File: config.mk
export PLATFORM = sky130hd
export DESIGN_NAME = fifo_uart_tx
export DESIGN_NICKNAME = d
export VERILOG_FILES = /design/src/rtl/uart_pkg.sv /design/src/rtl/uart_baud_gen.sv /design/src/rtl/fifo_uart_tx.sv
export SDC_FILE = /design/constraint.sdc
export NUM_CORES = 1
export LEC_CHECK = 0
export CAP_MARGIN = 20
export CORE_UTILIZATION = 36
export CTS_CLUSTER_SIZE = 10
export DETAILED_ROUTE_END_ITERATION = 16
export PLACE_DENSITY_LB_ADDON = 0.12
export SYNTH_ARGS = -nofsm -noshare
export SYNTH_HDL_FRONTEND = slang
export SYNTH_SLANG_ARGS = --single-unit
File: constraint.sdc
create_clock -name clk -period 4.5 [get_ports clk]
set_clock_uncertainty 0.15 [all_clocks]
set_input_delay 0.675 -clock clk [delete_from_list [all_inputs] [get_ports clk]]
set_output_delay 0.675 -clock clk [all_outputs]
set_load 0.05 [all_outputs]
File: src/rtl/uart_pkg.sv
// Shared UART definitions: FSM state encoding, frame geometry and line levels.
package uart_pkg;

  typedef enum logic [2:0] {
    IDLE,
    LOAD,
    START,
    DATA,
    STOP
  } uart_state_e;

  localparam int unsigned DEF_DATA_WIDTH = 8;
  localparam int unsigned DEF_STOP_BITS  = 1;
  // Serial bit slots per frame: start + payload + stop(s)
  localparam int unsigned FRAME_BITS     = 1 + DEF_DATA_WIDTH + DEF_STOP_BITS;

  localparam logic LINE_IDLE = 1'b1;

endpackage

File: src/rtl/uart_baud_gen.sv
// Modulo-CLKS_PER_BIT bit-timing counter; bit_tick_c_o flags the last cycle of a bit.
module uart_baud_gen #(
  parameter  int unsigned CLKS_PER_BIT = 16,
  localparam int unsigned CNT_W        = $clog2(CLKS_PER_BIT)
) (
  input  logic             clk,
  input  logic             reset,
  input  logic             clr_i,
  input  logic             en_i,
  output logic [CNT_W-1:0] cnt_o,
  output logic             bit_tick_c_o
);

  logic [CNT_W-1:0] cnt_q, cnt_d;

  assign bit_tick_c_o = en_i && (cnt_q == CNT_W'(CLKS_PER_BIT - 1));
  assign cnt_o        = cnt_q;

  // Clear wins over enable; wrap to zero on every bit boundary
  always_comb begin
    cnt_d = cnt_q;
    if (clr_i) begin
      cnt_d = '0;
    end else if (en_i) begin
      cnt_d = bit_tick_c_o ? '0 : cnt_q + CNT_W'(1);
    end
  end

  always_ff @(posedge clk) begin
    if (reset) begin
      cnt_q <= '0;
    end else begin
      cnt_q <= cnt_d;
    end
  end

endmodule

File: src/rtl/fifo_uart_tx.sv
// FIFO-fed asynchronous serial transmitter: pops one word per frame and shifts it out LSB first.
module fifo_uart_tx
  import uart_pkg::*;
#(
  parameter int unsigned DATA_WIDTH   = 8,
  parameter int unsigned CLKS_PER_BIT = 16,
  parameter int unsigned STOP_BITS    = 1
) (
  input  logic                  clk,
  input  logic                  reset,
  input  logic                  fifo_rd_val,
  input  logic [DATA_WIDTH-1:0] fifo_rd_data,
  output logic                  fifo_rd_en,
  output logic                  tx,
  output logic                  busy,
  output logic                  frame_done
);

  localparam int unsigned CNT_W = $clog2(CLKS_PER_BIT);
  localparam int unsigned IDX_W = $clog2(DATA_WIDTH) + 1;

  uart_state_e           state_q, state_d;
  logic [DATA_WIDTH-1:0] shreg_q, shreg_d;
  logic [IDX_W-1:0]      idx_q, idx_d;
  logic                  tx_q, tx_d;
  logic                  busy_q, busy_d;
  logic                  frame_done_q, frame_done_d;

  logic                  rd_en_c;
  logic                  baud_clr;
  logic                  baud_en;
  logic                  bit_tick;
  logic [CNT_W-1:0]      baud_cnt;

  uart_baud_gen #(
    .CLKS_PER_BIT(CLKS_PER_BIT)
  ) u_baud (
    .clk         (clk),
    .reset       (reset),
    .clr_i       (baud_clr),
    .en_i        (baud_en),
    .cnt_o       (baud_cnt),
    .bit_tick_c_o(bit_tick)
  );

  // Pops are suppressed while reset is asserted so no word is lost to an aborted frame
  assign fifo_rd_en = rd_en_c & ~reset;
  assign tx         = tx_q;
  assign busy       = busy_q;
  assign frame_done = frame_done_q;

  always_comb begin
    state_d  = state_q;
    shreg_d  = shreg_q;
    idx_d    = idx_q;
    rd_en_c  = 1'b0;
    baud_clr = 1'b0;
    baud_en  = 1'b0;

    case (state_q)
      IDLE: begin
        baud_clr = 1'b1;
        if (fifo_rd_val) begin
          rd_en_c = 1'b1;
          state_d = LOAD;
        end
      end
      LOAD: begin
        baud_clr = 1'b1;
        shreg_d  = fifo_rd_data;
        idx_d    = '0;
        state_d  = START;
      end
      START: begin
        baud_en = 1'b1;
        if (bit_tick) begin
          idx_d   = '0;
          state_d = DATA;
        end
      end
      DATA: begin
        baud_en = 1'b1;
        if (bit_tick) begin
          shreg_d = shreg_q >> 1;
          if (idx_q == IDX_W'(DATA_WIDTH - 1)) begin
            idx_d   = '0;
            state_d = STOP;
          end else begin
            idx_d = idx_q + IDX_W'(1);
          end
        end
      end
      STOP: begin
        baud_en = 1'b1;
        if (bit_tick) begin
          if (idx_q == IDX_W'(STOP_BITS - 1)) begin
            if (fifo_rd_val) begin
              rd_en_c = 1'b1;
              state_d = LOAD;
            end else begin
              state_d = IDLE;
            end
          end else begin
            idx_d = idx_q + IDX_W'(1);
          end
        end
      end
      default: state_d = IDLE;
    endcase

    // Registered outputs are computed for the state being entered
    tx_d = LINE_IDLE;
    if (state_d == START) begin
      tx_d = 1'b0;
    end else if (state_d == DATA) begin
      tx_d = shreg_d[0];
    end
    busy_d       = (state_d != IDLE);
    // One cycle early: next cycle is the final cycle of the final stop bit
    frame_done_d = (state_q == STOP) &&
                   (idx_q == IDX_W'(STOP_BITS - 1)) &&
                   (baud_cnt == CNT_W'(CLKS_PER_BIT - 2));
  end

  always_ff @(posedge clk) begin
    if (reset) begin
      state_q      <= IDLE;
      shreg_q      <= '0;
      idx_q        <= '0;
      tx_q         <= LINE_IDLE;
      busy_q       <= 1'b0;
      frame_done_q <= 1'b0;
    end else begin
      state_q      <= state_d;
      shreg_q      <= shreg_d;
      idx_q        <= idx_d;
      tx_q         <= tx_d;
      busy_q       <= busy_d;
      frame_done_q <= frame_done_d;
    end
  end

endmodule

==> key figures <==
Status
  • Status: finished clean

Worst hold path
  • Hold Path Stages: 2
  • Worst hold start: shreg_q[7]
  • Min-Delay Endpoint: shreg_q[7]
  • Worst min path class: reg -> reg

Clock tree
  • Clock root buffer master: clkbuf_4
  • Postcts setup bufs: 0
  • CTS Buf Count: 3
  • CTS max path bufs: 2
  • Post-CTS Resized: 0
  • CTS H-tree depth: 1
  • Clk_lat worst skew: 0.30 ns
  • Worst-path clk slew: 0.12 ns
  • Cts hold-fix bufs: 0
  • CTS tree: done
  • Num Clock Sinks: 22

Setup path
  • Kind of cell adding the most delay to the critical path: buffers and inverters
  • Worst setup SP type: register
  • Crit path cell chain: ha_1 -> nand3_1 -> o21ai_1 -> and4b_1 -> clkdlybuf4s50_1
  • Worst path bufs/invs: 1
  • Worst setup path category: reg -> out
  • Crit end category: output port
  • Critical Path Stages: 5
  • Critical R2R Capture: tx
  • R2R Path Start: u_baud.cnt_o[0]
  • Slowest cell on crit path: clkdlybuf4s50_1
  • Critical path data arrival time: 2.72 ns
  • Crit path largest cell delay: 0.80 ns
  • R2R Setup Slk: 2.30 ns
  • CP startpoint: u_baud.cnt_o[0]
  • Worst Reg2Reg Path Length in Cells: 5
  • CP max FO: 13
  • CP required: 3.67 ns

Floorplanning
  • Core area: 3150 um2
  • Die width: 60.6 um
  • Die span in y: 60.6 um
  • # rows: 20
  • Die ar.: 3670 um2
  • Initial Util: 0.392
  • Num ports: 15

Synth
  • Post-synth EDFFs: 0
  • Post-synthesis sequential area ratio: 0.357
  • Syn Inst Count: 149
  • Synth Register Bits: 22
  • Ys flop type: dfxtp_1
  • Ys async rst share: 0
  • Synth warn: 0
  • Net count after synthesis: 164
  • Mean area per synthesized cell: 8.29 um2
  • Synth area leaders: dfxtp_1 (36%), nand2b_1 (6.1%), nor2_1 (5.2%)
  • Most frequent cell after synthesis: dfxtp_1
  • Mapped cell area: 1230 um2
  • Synth area leader: dfxtp_1
  • Most frequent cells after synthesis: dfxtp_1 (22), nor2_1 (17), nand2b_1 (12), a21oi_1 (9), a211oi_1 (8)
  • Synth unique cells: 37
  • Yosys top cell area share: 0.357

STA
  • Slew Limit Fails: 0
  • Total negative slack: 0 ns
  • Maximum operating frequency: 282 MHz
  • Fin. Hold Viols: 0
  • Final setup violation count: 0
  • RSZ-0062 raised after global routing: false
  • Final period util: 0.787
  • Slew @ Worst Pin: 0.826 ns
  • Final worst path period need: 3.54 ns
  • Slew Limit Headroom: 0.448

Pwr
  • Worst IR Drop VDD: 0.186 mV
  • Leakage power: 0.000487 uW
  • Power density cells: 284 nW/um2

Detailed routing
  • Vias post-DR: 1132
  • DRT antenna net count: 0
  • Drt pass-1 iters: 4
  • DRC Markers: 0
  • Avg WL per Cell: 13.5 um
  • Vias/cell: 5.58
  • DRT iter0 DRCs: 58
  • WL final: 2740 um

Finish
  • Net count, final: 176
  • FF/Latch Area: 440 um2
  • Final Non-Filler Cells: 203
  • Final-layout fill cell count: 343
  • Layout cells sized above 1: 0.0566
  • Multi-input gate area: 732 um2
  • Final antenna diode count: 0
  • Area growth, synth to finish: 15.6%

Global routing
  • Antenna violations before repair: 0
  • Vias in the first global route: 1022
  • First-pass GRT wire length: 4780 um
  • Pin count of the biggest net entering global routing: 26
  • Gr ovfl total: 0
  • All-layer global routing usage: 0.175

Place
  • Placed Cells: 200
  • Hpwl dp: 1940 um
  • Port bufs: 14
  • GPL Wtd Cong: 0.834

Flow run
  • Max_cap viols: 0
[cell type report]
type,instances,area share
Sequential cell,22,0.309
Clock buffer,3,0.0158
Timing Repair Buffer,16,0.109
Multi-Input combinational cell,112,0.513
Inverter,6,0.0158
Tap cell,44,0.0386
[how the worst max path moves through the flow]
| stage | to | slack (ns) |
|---|---|---|
| floorplan | fifo_rd_en | 2.07 |
| global placement | fifo_rd_en | 1.33 |
| detailed placement | fifo_rd_en | 1.29 |
| CTS | fifo_rd_en | 0.92 |
| global route | fifo_rd_en | 0.73 |
| finish | fifo_rd_en | 0.96 |
[kinds of logic (layout without fill, tap and decap cells)]
family                     Yosys count  after routing  share of synthesized area
DFF                                 22             22                      0.357
AOI/OAI and AO/OA                   45             45                      0.262
muxes                                1              1                    0.00811
buffers and inverters               15             25                     0.0507
adders and majority gates            4              4                     0.0405
and+or+nand+nor                     60             60                      0.267
xor gates and xnor gates             2              2                     0.0142
[through the flow]
stage | hold slack [ns] | utilization | power [uW] | setup WS (ns) | instance area [um2]
final | 0.333 | 0.453 | 406 | 0.957 | 1430
after global routing | 0.370 | 0.453 | 433 | 0.727 | 1430
after CTS | 0.338 | 0.453 | 411 | 0.924 | 1430
after detailed placement | 0.318 | 0.446 | 320 | 1.29 | 1410
after global placement | 0.304 | 0.446 | 319 | 1.33 | 1410
after floorplan | 0.291 | - | 291 | 2.07 | 1230
[worst register-to-register path, cell delays in order (launching register included)]
cell and delay, ns:
dfxtp_1 0.41, ha_1 0.24, nand3_1 0.39, nor3_1 0.51, o21ai_0 0.18, a31o_1 0.24
[power breakdown]
part	internal (uW)	switching (uW)	leakage, uW
combinational	43.1	59.0	0.000293
clock	31.2	57.7	0.0000138
sequential	207	7.73	0.000180
total	281	124	0.000487
[registers in the layout, indices dropped and copies added (netlist names)]
signal,flops
idx_q,4
frame_done,1
u_baud.cnt_o,4
shreg_q,8
tx,1
state_q,3
busy,1
[per-layer routing]
| metal | track usage | vias up | wire (um) |
|---|---|---|---|
| li1 | - | 570 | - |
| met1 | 0.250 | 525 | 1320 |
| met2 | 0.257 | 33 | 1240 |
| met3 | 0.0448 | 4 | 144 |
| met4 | 0.0584 | 0 | 40 |
| met5 | 0 | - | 0 |
[cell usage in the layout, fill, tap and decap left out, types with 3 or more instances in the layout]
cell,n
a211oi_1,8
nor3_1,3
nor2_1,17
a21oi_1,9
clkbuf_4,3
dfxtp_1,22
nand2b_1,12
inv_1,6
o21ai_1,4
nand2_1,7
clkdlybuf4s50_1,14
and4b_1,3
o22ai_1,6
nand4_1,4
nand3_1,5
o21ai_0,5
ha_1,4
No activity file was read; power rests on OpenSTA's default activity.
